$ cat src/rtl/flag_sequencer.sv
// Frame-synchronous flag index sequencer. It synchronizes and debounces the four flag
// buttons, applies at most one index event per frame tick, and can auto-advance the index.
module flag_sequencer #(
    parameter int DEBOUNCE_FRAMES = 2,
    parameter int AUTO_FRAMES     = 180
) (
    input  logic       clk,
    input  logic       reset,
    input  logic       frame_tick,
    input  logic       btn_zero,
    input  logic       btn_next,
    input  logic       btn_prev,
    input  logic       btn_load,
    input  logic       auto_en,
    input  logic [6:0] load_value,
    input  logic [6:0] max,
    output logic [6:0] flag_sel,
    output logic       sel_changed,
    output logic       auto_active
);
    localparam int EV_ZERO = 0;
    localparam int EV_NEXT = 1;
    localparam int EV_PREV = 2;
    localparam int EV_LOAD = 3;
    localparam logic [3:0] DEB_LIMIT = 4'(DEBOUNCE_FRAMES);
    localparam logic [9:0] AUTO_LAST = 10'(AUTO_FRAMES - 1);

    logic [4:0]      sync1_q, sync2_q;
    logic [3:0]      deb_q, deb_d;
    logic [3:0][3:0] cnt_q, cnt_d;
    logic [3:0]      pend_q, pend_d;
    logic [9:0]      auto_cnt_q, auto_cnt_d;
    logic [6:0]      sel_q, sel_d;
    logic            changed_q, changed_d;
    logic            manual;

    function automatic logic [6:0] step_next(input logic [6:0] cur, input logic [6:0] top);
        return (cur < top) ? cur + 7'd1 : 7'd0;
    endfunction

    function automatic logic [6:0] step_prev(input logic [6:0] cur, input logic [6:0] top);
        if (cur > top || cur == 7'd0) return top;
        return cur - 7'd1;
    endfunction

    // NOTE: every sequential element uses non-blocking assignments so all flops update together.
    always_ff @(posedge clk) begin
        if (reset) begin
            sync1_q    <= '0;
            sync2_q    <= '0;
            deb_q      <= '0;
            cnt_q      <= '0;
            pend_q     <= '0;
            auto_cnt_q <= '0;
            sel_q      <= '0;
            changed_q  <= 1'b0;
        end else begin
            sync1_q    <= {auto_en, btn_load, btn_prev, btn_next, btn_zero};
            sync2_q    <= sync1_q;
            deb_q      <= deb_d;
            cnt_q      <= cnt_d;
            pend_q     <= pend_d;
            auto_cnt_q <= auto_cnt_d;
            sel_q      <= sel_d;
            changed_q  <= changed_d;
        end
    end

    // Debounce: presses that flip on this tick become pending for the next tick's commit.
    // NOTE: defaulting every output first keeps this combinational block latch-free.
    always_comb begin
        deb_d  = deb_q;
        cnt_d  = cnt_q;
        pend_d = pend_q;
        if (frame_tick) begin
            pend_d = '0;
            for (int i = 0; i < 4; i++) begin
                if (sync2_q[i] == deb_q[i]) begin
                    cnt_d[i] = '0;
                end else if (cnt_q[i] + 4'd1 == DEB_LIMIT) begin
                    cnt_d[i]  = '0;
                    deb_d[i]  = ~deb_q[i];
                    pend_d[i] = ~deb_q[i];
                end else begin
                    cnt_d[i] = cnt_q[i] + 4'd1;
                end
            end
        end
    end

    // Commit: highest-priority earlier pending event wins, otherwise a due auto-next.
    always_comb begin
        sel_d      = sel_q;
        auto_cnt_d = auto_cnt_q;
        changed_d  = 1'b0;
        manual     = |pend_q;
        if (frame_tick) begin
            if (pend_q[EV_ZERO])      sel_d = 7'd0;
            else if (pend_q[EV_NEXT]) sel_d = step_next(sel_q, max);
            else if (pend_q[EV_PREV]) sel_d = step_prev(sel_q, max);
            else if (pend_q[EV_LOAD]) sel_d = (load_value <= max) ? load_value : 7'd0;
            else if (sync2_q[4] && auto_cnt_q == AUTO_LAST) sel_d = step_next(sel_q, max);

            if (!sync2_q[4] || manual || auto_cnt_q == AUTO_LAST) auto_cnt_d = '0;
            else                                                   auto_cnt_d = auto_cnt_q + 10'd1;

            changed_d = (sel_d != sel_q);
        end
    end

    assign flag_sel    = sel_q;
    assign sel_changed = changed_q;
    assign auto_active = sync2_q[4];
endmodule

$ cat config.mk
export PLATFORM = sky130hd
export DESIGN_NAME = flag_sequencer
export DESIGN_NICKNAME = d
export VERILOG_FILES = /design/src/rtl/flag_sequencer.sv
export SDC_FILE = /design/constraint.sdc
export NUM_CORES = 1
export LEC_CHECK = 0
export CAP_MARGIN = 20
export CELL_PAD_IN_SITES_DETAIL_PLACEMENT = 1
export CELL_PAD_IN_SITES_GLOBAL_PLACEMENT = 1
export CORE_ASPECT_RATIO = 0.5
export CORE_UTILIZATION = 47
export CTS_CLUSTER_DIAMETER = 100
export DETAILED_ROUTE_END_ITERATION = 10
export PLACE_DENSITY_LB_ADDON = 0.05
export SYNTH_ARGS = -nofsm -noshare
export SYNTH_HDL_FRONTEND = slang
export SYNTH_SLANG_ARGS = --single-unit
$ cat constraint.sdc
create_clock -name clk -period 5.9 [get_ports clk]
set_input_delay 1.18 -clock clk [delete_from_list [all_inputs] [get_ports clk]]
set_output_delay 1.18 -clock clk [all_outputs]
set_load 0.005 [all_outputs]
Word-level counts from Yosys, hierarchy flattened
Cells that the tools add are included.
{ "totals": {"reg_bits": 52, "in_bits": 22, "output_inout_bits": 9, "elab_cells": 87} }
{ "op_classes": {"n_addsub": 7, "magnitude_cmp": 3, "n_eq_ne": 10, "mux": 32, "n_bitwise": 9, "n_reduce_logical": 12} }
{ "ops": {"columns": ["operator", "n"], "rows": [
  ["$mux 7", 10],
  ["$mux 4", 8],
  ["$add 4x1->4 const B", 4],
  ["$eq 4x2->1 const B", 4],
  ["$mux 1", 13],
  ["$reduce_and 3->1", 4],
  ["$add 10x1->10 const B", 1],
  ["$eq 10x8->1 const B", 1],
  ["$mux 10", 1],
  ["$not 1->1", 9],
  ["$add 7x1->7 const B", 1],
  ["$gt 7x7->1", 1],
  ["$le 7x7->1", 1],
  ["$logic_not 7->1", 1],
  ["$lt 7x7->1", 1],
  ["$ne 7x7->1", 1],
  ["$sub 7x1->7 const B", 1],
  ["$eq 1x1->1", 4],
  ["$reduce_or 4->1", 1],
  ["$logic_or 1x1->1", 3],
  ["$reduce_or 2->1", 1],
  ["$logic_and 1x1->1", 1],
  ["$logic_not 1->1", 1]
]} }

Depth between registers and ports, before layout
Gate-level depths: netlist of run 1.
{ "depth": {"ltp_word": 13, "mapped_depth": 11, "ltp_nobuf": 10} }

Worst setup path before layout of run 1
OpenSTA, ideal clock, no wires.
{ "synth_timing": {"path_type": "input to register", "from": "in max[6]", "to": "reg changed_q, in the netlist sel_changed", "setup_time_ns": 0.134, "arrival_ns": 3.369, "required_time_ns": 5.766, "path_slack_ns": 2.398, "cell_stages": 9, "n_path_buf": 0, "path_cell_list": "inv_1 -> ha_1 -> a21oi_1 -> o21a_1 -> a21boi_1 -> o2111a_1 -> or4b_1 -> a2111oi_2 -> a211oi_1"} }
{ "synth_via": {"elab_chain_len": 13, "elab_cells_between_ends": 20, "cone_classes": "order compare: 3; eq/ne: 1; mux: 15; reduce/logical: 1"} }
{ "synth_rtl": {"columns": ["element", "line", "source"], "rows": [
  ["from (decl)", "16", "input logic [6:0] max,"],
  ["$gt 7x7->1", "42", "if (cur > top || cur == 7'd0) return top;"],
  ["$logic_or 1x1->1", "42", null],
  ["$mux 1", "42", null],
  ["$mux 1", "100", "else if (pend_q[EV_PREV]) sel_d = step_prev(sel_q, max);"],
  ["$mux 1", "99", "else if (pend_q[EV_NEXT]) sel_d = step_next(sel_q, max);"],
  ["$mux 1", "98", "if (pend_q[EV_ZERO]) sel_d = 7'd0;"],
  ["$mux 1", "97", "if (frame_tick) begin"],
  ["$mux 7", "43", "return cur - 7'd1;"],
  ["$mux 7", "100", null],
  ["$mux 7 (*)", "99", null],
  ["$mux 7 (*)", "98", null],
  ["$mux 7 (*)", "97", null],
  ["$ne 7x7->1 (*)", "107", "changed_d = (sel_d != sel_q);"],
  ["to (signal assigned)", "65", "changed_q <= changed_d;"],
  ["to (decl)", "34", "logic changed_q, changed_d;"]
]} }
Mark *: on every way between the ends. The rest lies on a longest branch, timed or not. The select of a mux whose other input is x is not followed.
A chain may end at the register's enable or synchronous reset.

Final worst setup path of run 1
Same ends and word-level chain as after synthesis.

==> impl_metrics.sql, run 1 <==
INSERT INTO impl_metrics (metric_group, metric, value, unit) VALUES
('sta', 'rsz0062_at_grt', 'no', ''),
('clock_tree', 'cts_inserted_buffers', '5', ''),
('yosys', 'synth-seq-area-share', '28.3', '%'),
('route', 'via_count', '3673', ''),
('yosys', 'top_reg_cell_synth', 'sky130_fd_sc_hd__dfxtp_1', ''),
('sta', 'finalWorstSetupSlack', '1.73', 'ns'),
('sta', 'finalHoldViolations', '0', ''),
('die', 'die_area', '8210', 'um^2'),
('layout', 'num_antenna_cells', '0', ''),
('route', 'detail_route.vias_per_cell', '6.13', ''),
('worst_setup_path', 'path_class', 'in2reg', ''),
('global_routing', 'grtUsageTotal', '29.6', '%'),
('sta', 'timing.slew.headroom', '44.5', '%'),
('route', 'drt_drc_violations_left', '0', ''),
('route', 'antenna_violating_nets_remaining', '0', ''),
('worst_setup_path', 'worst_r2r_startpoint', 'flag_sel[0]', ''),
('yosys', 'synth.largest_area_cell', 'sky130_fd_sc_hd__dfxtp_1', ''),
('worst_setup_path', 'worstPathCellList', 'clkdlybuf4s50_1 -> inv_1 -> ha_1 -> a21oi_1 -> o21a_1 -> a21boi_1 -> o2111a_1 -> or4b_1 -> a2111oi_2 -> a211oi_1', ''),
('global_routing', 'grt_pass1_wl', '19.1', 'mm'),
('pwr', 'totalPowerFinal', '0.768', 'mW'),
('sta', 'clock-skew-final', '0.00265', 'ns'),
('sta', 'worst-slew-pin-transition', '0.832', 'ns'),
('worst_setup_path', 'worst_setup_path_startpoint', 'max[6]', ''),
('worst_setup_path', 'timing.critical_path.to', 'sel_changed', ''),
('layout', 'fillerInstances', '914', ''),
('min_path', 'hp-start', 'sync1_q[3]', ''),
('sta', 'totalNegativeSetupSlack', '0', 'ns'),
('worst_setup_path', 'crit_cells', '10', ''),
('sta', 'slew_viol_final', '0', ''),
('worst_setup_path', 'worst-r2r-setup-slack', '2.49', 'ns'),
('worst_setup_path', 'cp_data_required_time', '6.05', 'ns'),
('clock_tree', 'ctsHtreeMaxLevel', '2', ''),
('layout', 'final_nets', '537', ''),
('die', 'pin_count', '31', ''),
('clock_tree', 'cts_tree', 'built', ''),
('worst_setup_path', 'cp_slowest_stage_delay', '0.56', 'ns'),
('worst_setup_path', 'setup.worst_path.end_class', 'flop', ''),
('die', 'die_x', '127', 'um'),
('route', 'detailedRoute.firstPassIterationCount', '4', ''),
('layout', 'layout.area.seq', '1040', 'um^2'),
('layout', 'most-common-layout-cells', 'sky130_fd_sc_hd__dfxtp_1 (52), sky130_fd_sc_hd__nand2_1 (49), sky130_fd_sc_hd__nor2_1 (41)', ''),
('worst_setup_path', 'reg2reg_depth', '10', ''),
('yosys', 'yosys.cell_types.count', '65', ''),
('worst_setup_path', 'timing.critical_path.arrival', '4.32', 'ns'),
('placement', 'finalWeightedCongestion', '0.970', ''),
('die', 'fp.dieH', '64.6', 'um'),
('clock_tree', 'path_clk_slew', '0.07', 'ns'),
('clock_tree', 'cts_resized', '0', ''),
('yosys', 'cell_count_after_synthesis', '475', ''),
('clock_tree', 'post-cts-setup-buffer-count', '0', ''),
('yosys', 'syn_nets', '522', ''),
('clock_tree', 'clock_tree.root_cell', 'sky130_fd_sc_hd__clkbuf_16', ''),
('layout', 'combined_area_of_the_multi_input_logic_cells', '2440', 'um^2'),
('clock_tree', 'total_clock_sinks', '52', ''),
('worst_setup_path', 'worstPathMaxFanout', '7', ''),
('worst_setup_path', 'r2r_end', 'sel_changed', ''),
('pwr', 'p_leak', '1.49', 'nW'),
('layout', 'synthesis_to_layout_area_growth', '13.5', '%'),
('die', 'core', '7460', 'um^2'),
('global_routing', 'antenna_found_initial', '0', ''),
('worst_setup_path', 'crit_path_top_delay_cell', 'sky130_fd_sc_hd__or4b_1', ''),
('layout', 'finalInstanceArea', '4180', 'um^2'),
('pwr', 'vdd_ir_drop_max', '0.160', 'mV'),
('placement', 'port_buffers', '30', ''),
('sta', 'min_period_over_period', '70.7', '%'),
('clock_tree', 'clkLatencyLatePin', '0.29', 'ns'),
('worst_setup_path', 'critical_path_buf_inv_count', '2', ''),
('job', 'count_of_maximum_capacitance_violations', '0', ''),
('outcome', 'outcome', 'completed', ''),
('die', 'initial_core_util', '49.3', '%'),
('yosys', 'synth_async_sr_flop_share', '0', '%');
[synthesized netlist by cell type (5+ instances only)]
master and instances:
sky130_fd_sc_hd__o21ai_0 17, sky130_fd_sc_hd__a211oi_1 5, sky130_fd_sc_hd__nand4_1 12, sky130_fd_sc_hd__xnor2_1 13, sky130_fd_sc_hd__nor2b_1 16, sky130_fd_sc_hd__nand2b_1 5, sky130_fd_sc_hd__nor3_1 14, sky130_fd_sc_hd__nand3_1 18
sky130_fd_sc_hd__a31oi_1 8, sky130_fd_sc_hd__or4_1 7, sky130_fd_sc_hd__nand2_1 49, sky130_fd_sc_hd__clkbuf_1 17, sky130_fd_sc_hd__a311oi_1 5, sky130_fd_sc_hd__ha_1 25, sky130_fd_sc_hd__a21oi_1 37, sky130_fd_sc_hd__nor2_1 41
sky130_fd_sc_hd__xor2_1 11, sky130_fd_sc_hd__nor3b_1 12, sky130_fd_sc_hd__and3_1 9, sky130_fd_sc_hd__a21o_1 6, sky130_fd_sc_hd__buf_2 5, sky130_fd_sc_hd__inv_1 23, sky130_fd_sc_hd__dfxtp_1 52
[final cells by class]
type / count / area share [%]
multi-input cells: 375 / 58.5
flip-flops and latches: 52 / 24.9
repair buffers: 32 / 7.55
well taps: 108 / 3.24
clock buffers: 5 / 3.00
inverters: 24 / 2.16
clock inverters: 3 / 0.599
[layer usage]
metal / wire length, um / vias up / track usage (%)
li1: - / 1770 / -
met1: 5080 / 1770 / 36.2
met2: 5530 / 108 / 53.7
met3: 541 / 25 / 4.05
met4: 269 / 0 / 10.7
met5: 0 / - / 0
[logic make-up after synthesis]
group           count (synthesis)  share of synthesized area, %
compound gates                123                          22.7
xor+xnor                       24                          5.71
fa+ha+maj                      25                          8.50
buf+inv                        48                          5.30
flops                          52                          28.3
mux                             1                         0.272
simple gates                  202                          29.2
[through the flow]
step | cells | utilization, % | hold slack, ns
2_1_floorplan | 475 | - | 0.414
3_3_place_gp | 591 | 54.0 | 0.422
3_5_place_dp | 591 | 54.0 | 0.437
4_1_cts | 599 | 56.0 | 0.455
5_1_grt | 599 | 56.0 | 0.478
6_report | 599 | 56.0 | 0.453
[flip-flops by register name, indices dropped and copies added, names as in the netlist]
| name | flops |
|---|---|
| cnt_q | 16 |
| auto_cnt_q | 10 |
| flag_sel | 7 |
| sync1_q | 5 |
| sync2_q | 5 |
| deb_q | 4 |
| pend_q | 4 |
| sel_changed | 1 |
[worst min path at each step]
stage / end / slack [ns] / cells after the start
2_1_floorplan: sync2_q[0] / 0.41 / 1
3_3_place_gp: sync2_q[3] / 0.42 / 1
3_5_place_dp: sync2_q[4] / 0.44 / 1
4_1_cts: sync2_q[3] / 0.46 / 1
5_1_grt: sync2_q[3] / 0.48 / 1
6_report: sync2_q[3] / 0.45 / 1
[power breakdown]
part / internal [mW] / total [mW] / switching, mW
combinational: 0.0464 / 0.105 / 0.0586
clock: 0.160 / 0.297 / 0.136
sequential: 0.357 / 0.366 / 0.00919
[worst reg2reg max path, cell delays in order (launching register included)]
cell                        delay [ns]
sky130_fd_sc_hd__dfxtp_1          0.59
sky130_fd_sc_hd__inv_1            0.23
sky130_fd_sc_hd__ha_1             0.23
sky130_fd_sc_hd__nand3b_1         0.19
sky130_fd_sc_hd__a21o_1           0.27
sky130_fd_sc_hd__a21boi_1         0.45
sky130_fd_sc_hd__nor4b_1          0.18
sky130_fd_sc_hd__nor2_1           0.12
sky130_fd_sc_hd__or4b_1           0.49
sky130_fd_sc_hd__a2111oi_2        0.39
sky130_fd_sc_hd__a211oi_1         0.13
(Power assumes the default switching activity.)
==> inputs of run 2 (changes only) <==
- CORE_UTILIZATION: 47 -> 44
- clock period: 5.9 -> 4.05 ns (I/O delays scaled with it)
==> impl_metrics.sql, run 2 (same netlist as run 1, synthesis figures left out) <==
INSERT INTO impl_metrics (metric_group, metric, value, unit) VALUES
('sta', 'whs', '0.454', 'ns'),
('global_routing', 'grtUsageTotal', '27.7', '%'),
('route', 'via_count', '3744', ''),
('job', 'count_of_maximum_capacitance_violations', '0', ''),
('global_routing', 'grt_max_degree', '35', ''),
('worst_setup_path', 'setup.worst_path.end_class', 'flop', ''),
('clock_tree', 'path_clk_slew', '0.07', 'ns'),
('pwr', 'vdd_ir_drop_max', '0.160', 'mV'),
('worst_setup_path', 'worst_r2r_startpoint', 'flag_sel[0]', ''),
('placement', 'numPlacedInstances', '603', ''),
('layout', 'largest_register_ff_count', '16', ''),
('die', 'core', '8060', 'um^2'),
('worst_setup_path', 'path_class', 'in2reg', ''),
('placement', 'post_dp_hpwl', '8.91', 'mm'),
('route', 'drt_first_iter_violations', '230', ''),
('layout', 'final_util', '52.6', '%'),
('layout', 'layout.area.seq', '1040', 'um^2'),
('layout', 'most-common-layout-cells', 'sky130_fd_sc_hd__dfxtp_1 (52), sky130_fd_sc_hd__nand2_1 (49), sky130_fd_sc_hd__nor2_1 (41)', ''),
('layout', 'instances_no_fill', '611', ''),
('sta', 'min_period_over_period', '92.2', '%'),
('clock_tree', 'total_clock_sinks', '52', ''),
('sta', 'clock-skew-final', '0.00294', 'ns'),
('layout', 'mostFrequentLayoutCell', 'sky130_fd_sc_hd__dfxtp_1', ''),
('clock_tree', 'cts_resized', '0', ''),
('sta', 'totalNegativeSetupSlack', '0', 'ns'),
('placement', 'finalWeightedCongestion', '1.01', ''),
('sta', 'worst-slew-pin-transition', '0.885', 'ns'),
('die', 'num_rows', '23', ''),
('pwr', 'power_density', '262', 'nW/um^2'),
('die', 'pin_count', '31', ''),
('sta', 'fin_crit', '3.73', 'ns'),
('layout', 'regMostFlops', 'cnt_q', ''),
('worst_setup_path', 'startpoint_type', 'input port', ''),
('clock_tree', 'number_of_hold_buffers_added_after_cts', '0', ''),
('sta', 'fmax', '268', 'MHz'),
('global_routing', 'grt_pass1_wl', '19.2', 'mm'),
('sta', 'setup_viol', '0', ''),
('layout', 'final_nets', '545', ''),
('layout', 'combined_area_of_the_multi_input_logic_cells', '2440', 'um^2'),
('outcome', 'outcome', 'completed', ''),
('global_routing', 'globalRouteOverflowTotal', '0', ''),
('worst_setup_path', 'reg2reg_depth', '10', ''),
('min_path', 'min_delay_path_depth', '1', ''),
('route', 'drt_drc_violations_left', '0', ''),
('global_routing', 'antenna_found_initial', '0', ''),
('global_routing', 'grt_pass1_vias', '3734', ''),
('die', 'die_area', '8760', 'um^2'),
('sta', 'slew_viol_final', '0', ''),
('worst_setup_path', 'worstPathMaxFanout', '7', ''),
('placement', 'port_buffers', '30', ''),
('min_path', 'min_to', 'sync2_q[2]', ''),
('layout', 'fillerInstances', '1003', ''),
('worst_setup_path', 'timing.critical_path.arrival', '3.90', 'ns'),
('layout', 'num_antenna_cells', '0', ''),
('layout', 'synthesis_to_layout_area_growth', '15.1', '%'),
('route', 'drt_wl_total', '11.8', 'mm'),
('pwr', 'p_leak', '1.53', 'nW'),
('clock_tree', 'clkLatencyLatePin', '0.29', 'ns'),
('worst_setup_path', 'worst-r2r-setup-slack', '0.66', 'ns'),
('route', 'detail_route.vias_per_cell', '6.13', ''),
('clock_tree', 'cts_tree', 'built', ''),
('sta', 'timing.slew.headroom', '40.9', '%'),
('sta', 'finalHoldViolations', '0', ''),
('min_path', 'hold_class', 'reg2reg', ''),
('route', 'antenna_violating_nets_remaining', '0', ''),
('die', 'initial_core_util', '45.7', '%'),
('clock_tree', 'clock_tree.root_cell', 'sky130_fd_sc_hd__clkbuf_16', ''),
('die', 'fp.dieH', '66.7', 'um'),
('worst_setup_path', 'cp_data_required_time', '4.21', 'ns'),
('worst_setup_path', 'r2r_end', 'sel_changed', ''),
('route', 'routedWlPerCell', '19.3', 'um'),
('min_path', 'hp-start', 'sync1_q[2]', ''),
('clock_tree', 'ctsHtreeMaxLevel', '2', ''),
('clock_tree', 'clock_path_buffers', '2', ''),
('die', 'die_x', '131', 'um'),
('sta', 'rsz0062_at_grt', 'no', ''),
('clock_tree', 'cts_inserted_buffers', '5', ''),
('clock_tree', 'post-cts-setup-buffer-count', '0', ''),
('route', 'detailedRoute.firstPassIterationCount', '4', ''),
('layout', 'final_layout_size_suffix_gt1_share', '6.01', '%');
-- run 2: routing by layer --
layer	GRT usage [%]	up-vias	wire, um
met5	0	-	0
met4	9.45	0	244
met3	5.18	25	763
met2	48.5	140	5550
met1	34.7	1792	5220
li1	-	1787	-
-- run 2: through the flow --
stage	power, mW	area (um^2)	worst slack (ns)
final	1.11	4240	0.315
after global routing	1.16	4240	0.0681
after CTS	1.12	4240	0.346
after detailed placement	0.700	4090	0.0646
after global placement	0.693	4090	0.208
after floorplan	0.634	3680	0.918
-- run 2: area by class of cell --
class / count / area share [%]
clock inverters: 3 / 0.502
repair buffers: 40 / 8.86
flip-flops and latches: 52 / 24.6
inverters: 24 / 2.13
well taps: 112 / 3.31
multi-input cells: 375 / 57.7
clock buffers: 5 / 2.95
-- run 2: critical path, cell delays in order --
cell                              delay (ns)
sky130_fd_sc_hd__clkdlybuf4s50_1        0.46
sky130_fd_sc_hd__inv_1                  0.07
sky130_fd_sc_hd__ha_1                   0.33
sky130_fd_sc_hd__and3_1                 0.20
sky130_fd_sc_hd__o2111ai_1              0.14
sky130_fd_sc_hd__a21o_1                 0.33
sky130_fd_sc_hd__a31o_2                 0.32
sky130_fd_sc_hd__a2111oi_0              0.51
sky130_fd_sc_hd__a311oi_1               0.10
sky130_fd_sc_hd__buf_4                  0.17
sky130_fd_sc_hd__a2111oi_2              0.35
sky130_fd_sc_hd__a211oi_1               0.13
-- run 2: how the worst max path moves through the flow --
stage,endpoint,start,cells past startpoint,slack (ns)
final,sel_changed,max[6],12,0.32
after floorplan,sel_changed,max[6],9,0.92
after detailed placement,sel_changed,max[6],12,0.06
after global routing,sel_changed,max[6],11,0.07
after global placement,sel_changed,max[2],11,0.21
after CTS,sel_changed,max[6],12,0.35
-- run 2: where the power goes --
group / internal (mW) / switching [mW] / total, mW
Combinational: 0.0701 / 0.0896 / 0.160
Clock: 0.230 / 0.189 / 0.419
Sequential: 0.520 / 0.0110 / 0.531
Total: 0.821 / 0.290 / 1.11
==> inputs of run 3 (changes only) <==
- PLACE_DENSITY: not set -> 0.88
- PLACE_DENSITY_LB_ADDON: 0.05 -> not set
==> impl_metrics.sql, run 3 (same netlist as run 1, synthesis figures left out) <==
INSERT INTO impl_metrics (metric_group, metric, value, unit) VALUES
('worst_setup_path', 'timing.critical_path.arrival', '3.86', 'ns'),
('worst_setup_path', 'cp_data_required_time', '4.22', 'ns'),
('sta', 'fin_crit', '3.69', 'ns'),
('worst_setup_path', 'worstPathMaxFanout', '7', ''),
('layout', 'synthesis_to_layout_area_growth', '15.9', '%'),
('clock_tree', 'post-cts-setup-buffer-count', '0', ''),
('route', 'routedWlPerCell', '18.8', 'um'),
('clock_tree', 'number_of_hold_buffers_added_after_cts', '0', ''),
('placement', 'finalWeightedCongestion', '1.00', ''),
('route', 'antenna_violating_nets_remaining', '0', ''),
('global_routing', 'grt_pass1_vias', '3773', ''),
('die', 'pin_count', '31', ''),
('worst_setup_path', 'setup.worst_path.end_class', 'flop', ''),
('worst_setup_path', 'path_class', 'in2reg', ''),
('layout', 'final_nets', '549', ''),
('layout', 'mostFrequentLayoutCell', 'sky130_fd_sc_hd__dfxtp_1', ''),
('clock_tree', 'clock_tree.root_cell', 'sky130_fd_sc_hd__clkbuf_16', ''),
('sta', 'setup_viol', '0', ''),
('layout', 'instances_no_fill', '615', ''),
('min_path', 'hold_class', 'reg2reg', ''),
('die', 'core', '8060', 'um^2'),
('clock_tree', 'total_clock_sinks', '52', ''),
('layout', 'regMostFlops', 'cnt_q', ''),
('global_routing', 'antenna_found_initial', '0', ''),
('layout', 'final_layout_size_suffix_gt1_share', '6.56', '%'),
('route', 'drt_first_iter_violations', '334', ''),
('layout', 'num_antenna_cells', '0', ''),
('placement', 'numPlacedInstances', '607', ''),
('sta', 'clock-skew-final', '0.00961', 'ns'),
('clock_tree', 'cts_resized', '0', ''),
('sta', 'totalNegativeSetupSlack', '0', 'ns'),
('global_routing', 'grtUsageTotal', '27.0', '%'),
('worst_setup_path', 'cp_slowest_stage_delay', '0.50', 'ns'),
('outcome', 'outcome', 'completed', ''),
('sta', 'fmax', '271', 'MHz'),
('route', 'via_count', '3789', ''),
('die', 'fp.dieH', '66.7', 'um'),
('sta', 'slew_viol_final', '0', ''),
('route', 'drt_wl_total', '11.5', 'mm'),
('clock_tree', 'cts_inserted_buffers', '5', ''),
('sta', 'finalHoldViolations', '0', ''),
('sta', 'worst-slew-pin-transition', '0.829', 'ns'),
('worst_setup_path', 'crit_path_top_delay_cell', 'sky130_fd_sc_hd__clkdlybuf4s50_1', ''),
('clock_tree', 'path_clk_slew', '0.07', 'ns'),
('job', 'count_of_maximum_capacitance_violations', '0', ''),
('die', 'initial_core_util', '45.7', '%'),
('die', 'die_x', '131', 'um'),
('pwr', 'p_leak', '1.55', 'nW'),
('placement', 'port_buffers', '30', ''),
('global_routing', 'grt_max_degree', '35', ''),
('placement', 'post_dp_hpwl', '8.51', 'mm'),
('layout', 'largest_register_ff_count', '16', ''),
('clock_tree', 'ctsHtreeMaxLevel', '2', ''),
('clock_tree', 'clkLatencyLatePin', '0.29', 'ns'),
('layout', 'fillerInstances', '1013', ''),
('pwr', 'vdd_ir_drop_max', '0.185', 'mV'),
('sta', 'timing.slew.headroom', '44.7', '%'),
('die', 'num_rows', '23', ''),
('clock_tree', 'clock_path_buffers', '2', ''),
('worst_setup_path', 'startpoint_type', 'input port', ''),
('sta', 'rsz0062_at_grt', 'no', ''),
('pwr', 'power_density', '261', 'nW/um^2'),
('global_routing', 'globalRouteOverflowTotal', '0', ''),
('route', 'detailedRoute.firstPassIterationCount', '4', ''),
('layout', 'most-common-layout-cells', 'sky130_fd_sc_hd__dfxtp_1 (52), sky130_fd_sc_hd__nand2_1 (49), sky130_fd_sc_hd__nor2_1 (41)', ''),
('die', 'die_area', '8760', 'um^2'),
('route', 'detail_route.vias_per_cell', '6.16', ''),
('route', 'drt_drc_violations_left', '0', ''),
('sta', 'min_period_over_period', '91.1', '%'),
('clock_tree', 'cts_tree', 'built', ''),
('global_routing', 'grt_pass1_wl', '18.8', 'mm'),
('worst_setup_path', 'worstPathCellList', 'clkdlybuf4s50_1 -> inv_1 -> ha_1 -> nand4_1 -> a21o_1 -> a21boi_1 -> nor4b_1 -> nor2_1 -> or4b_1 -> a2111oi_2 -> a211oi_1', '');
-- run 3: worst max-delay path: cells and delay by family --
family / cells / cell delay, ns
and+or+nand+nor: 4 / 0.94
AOI/OAI and AO/OA: 4 / 1.24
adders and majority gates: 1 / 0.30
buffers and inverters: 2 / 0.57
-- run 3: cell type report --
class / instances / area, um^2 / area share [%]
Tap cell: 112 / 140 / 3.29
Timing Repair Buffer: 44 / 405 / 9.50
Multi-Input combinational cell: 375 / 2440 / 57.3
Sequential cell: 52 / 1040 / 24.4
Inverter: 24 / 90.1 / 2.11
Clock buffer: 6 / 129 / 3.02
Clock inverter: 2 / 16.3 / 0.381
-- run 3: per-stage QoR --
step	worst slack (ns)	hold WS (ns)	power (mW)	utilization (%)	area, um^2
after CTS	0.404	0.443	1.12	52.9	4270
after global placement	0.208	0.419	0.694	51.1	4120
after global routing	0.186	0.461	1.16	52.9	4270
after detailed placement	0.105	0.426	0.700	51.1	4120
final	0.359	0.437	1.11	52.9	4270
after floorplan	0.918	0.414	0.634	-	3680
-- run 3: worst paths after layout --
kind              slack [ns]  cells past startpoint        start          end
setup reg to reg        0.83                     10  flag_sel[1]  sel_changed
setup / recovery        0.36                     11       max[4]  sel_changed
hold / removal          0.44                      1   sync1_q[3]   sync2_q[3]
hold reg to reg         0.44                      1   sync1_q[3]   sync2_q[3]
-- run 3: layer usage --
layer  up-vias  track usage, %  part of all wire [%]
li1       1799               -                     -
met1      1819            33.5                    44
met2       141            48.1                    47
met3        30            3.58                   6.1
met4         0            11.2                   2.4
met5         -               0                     0
-- run 3: power by group --
group	switching, mW	internal (mW)	leakage [nW]
combinational	0.0900	0.0710	1.06
clock	0.193	0.231	0.0671
sequential	0.00861	0.520	0.422
total	0.292	0.822	1.55
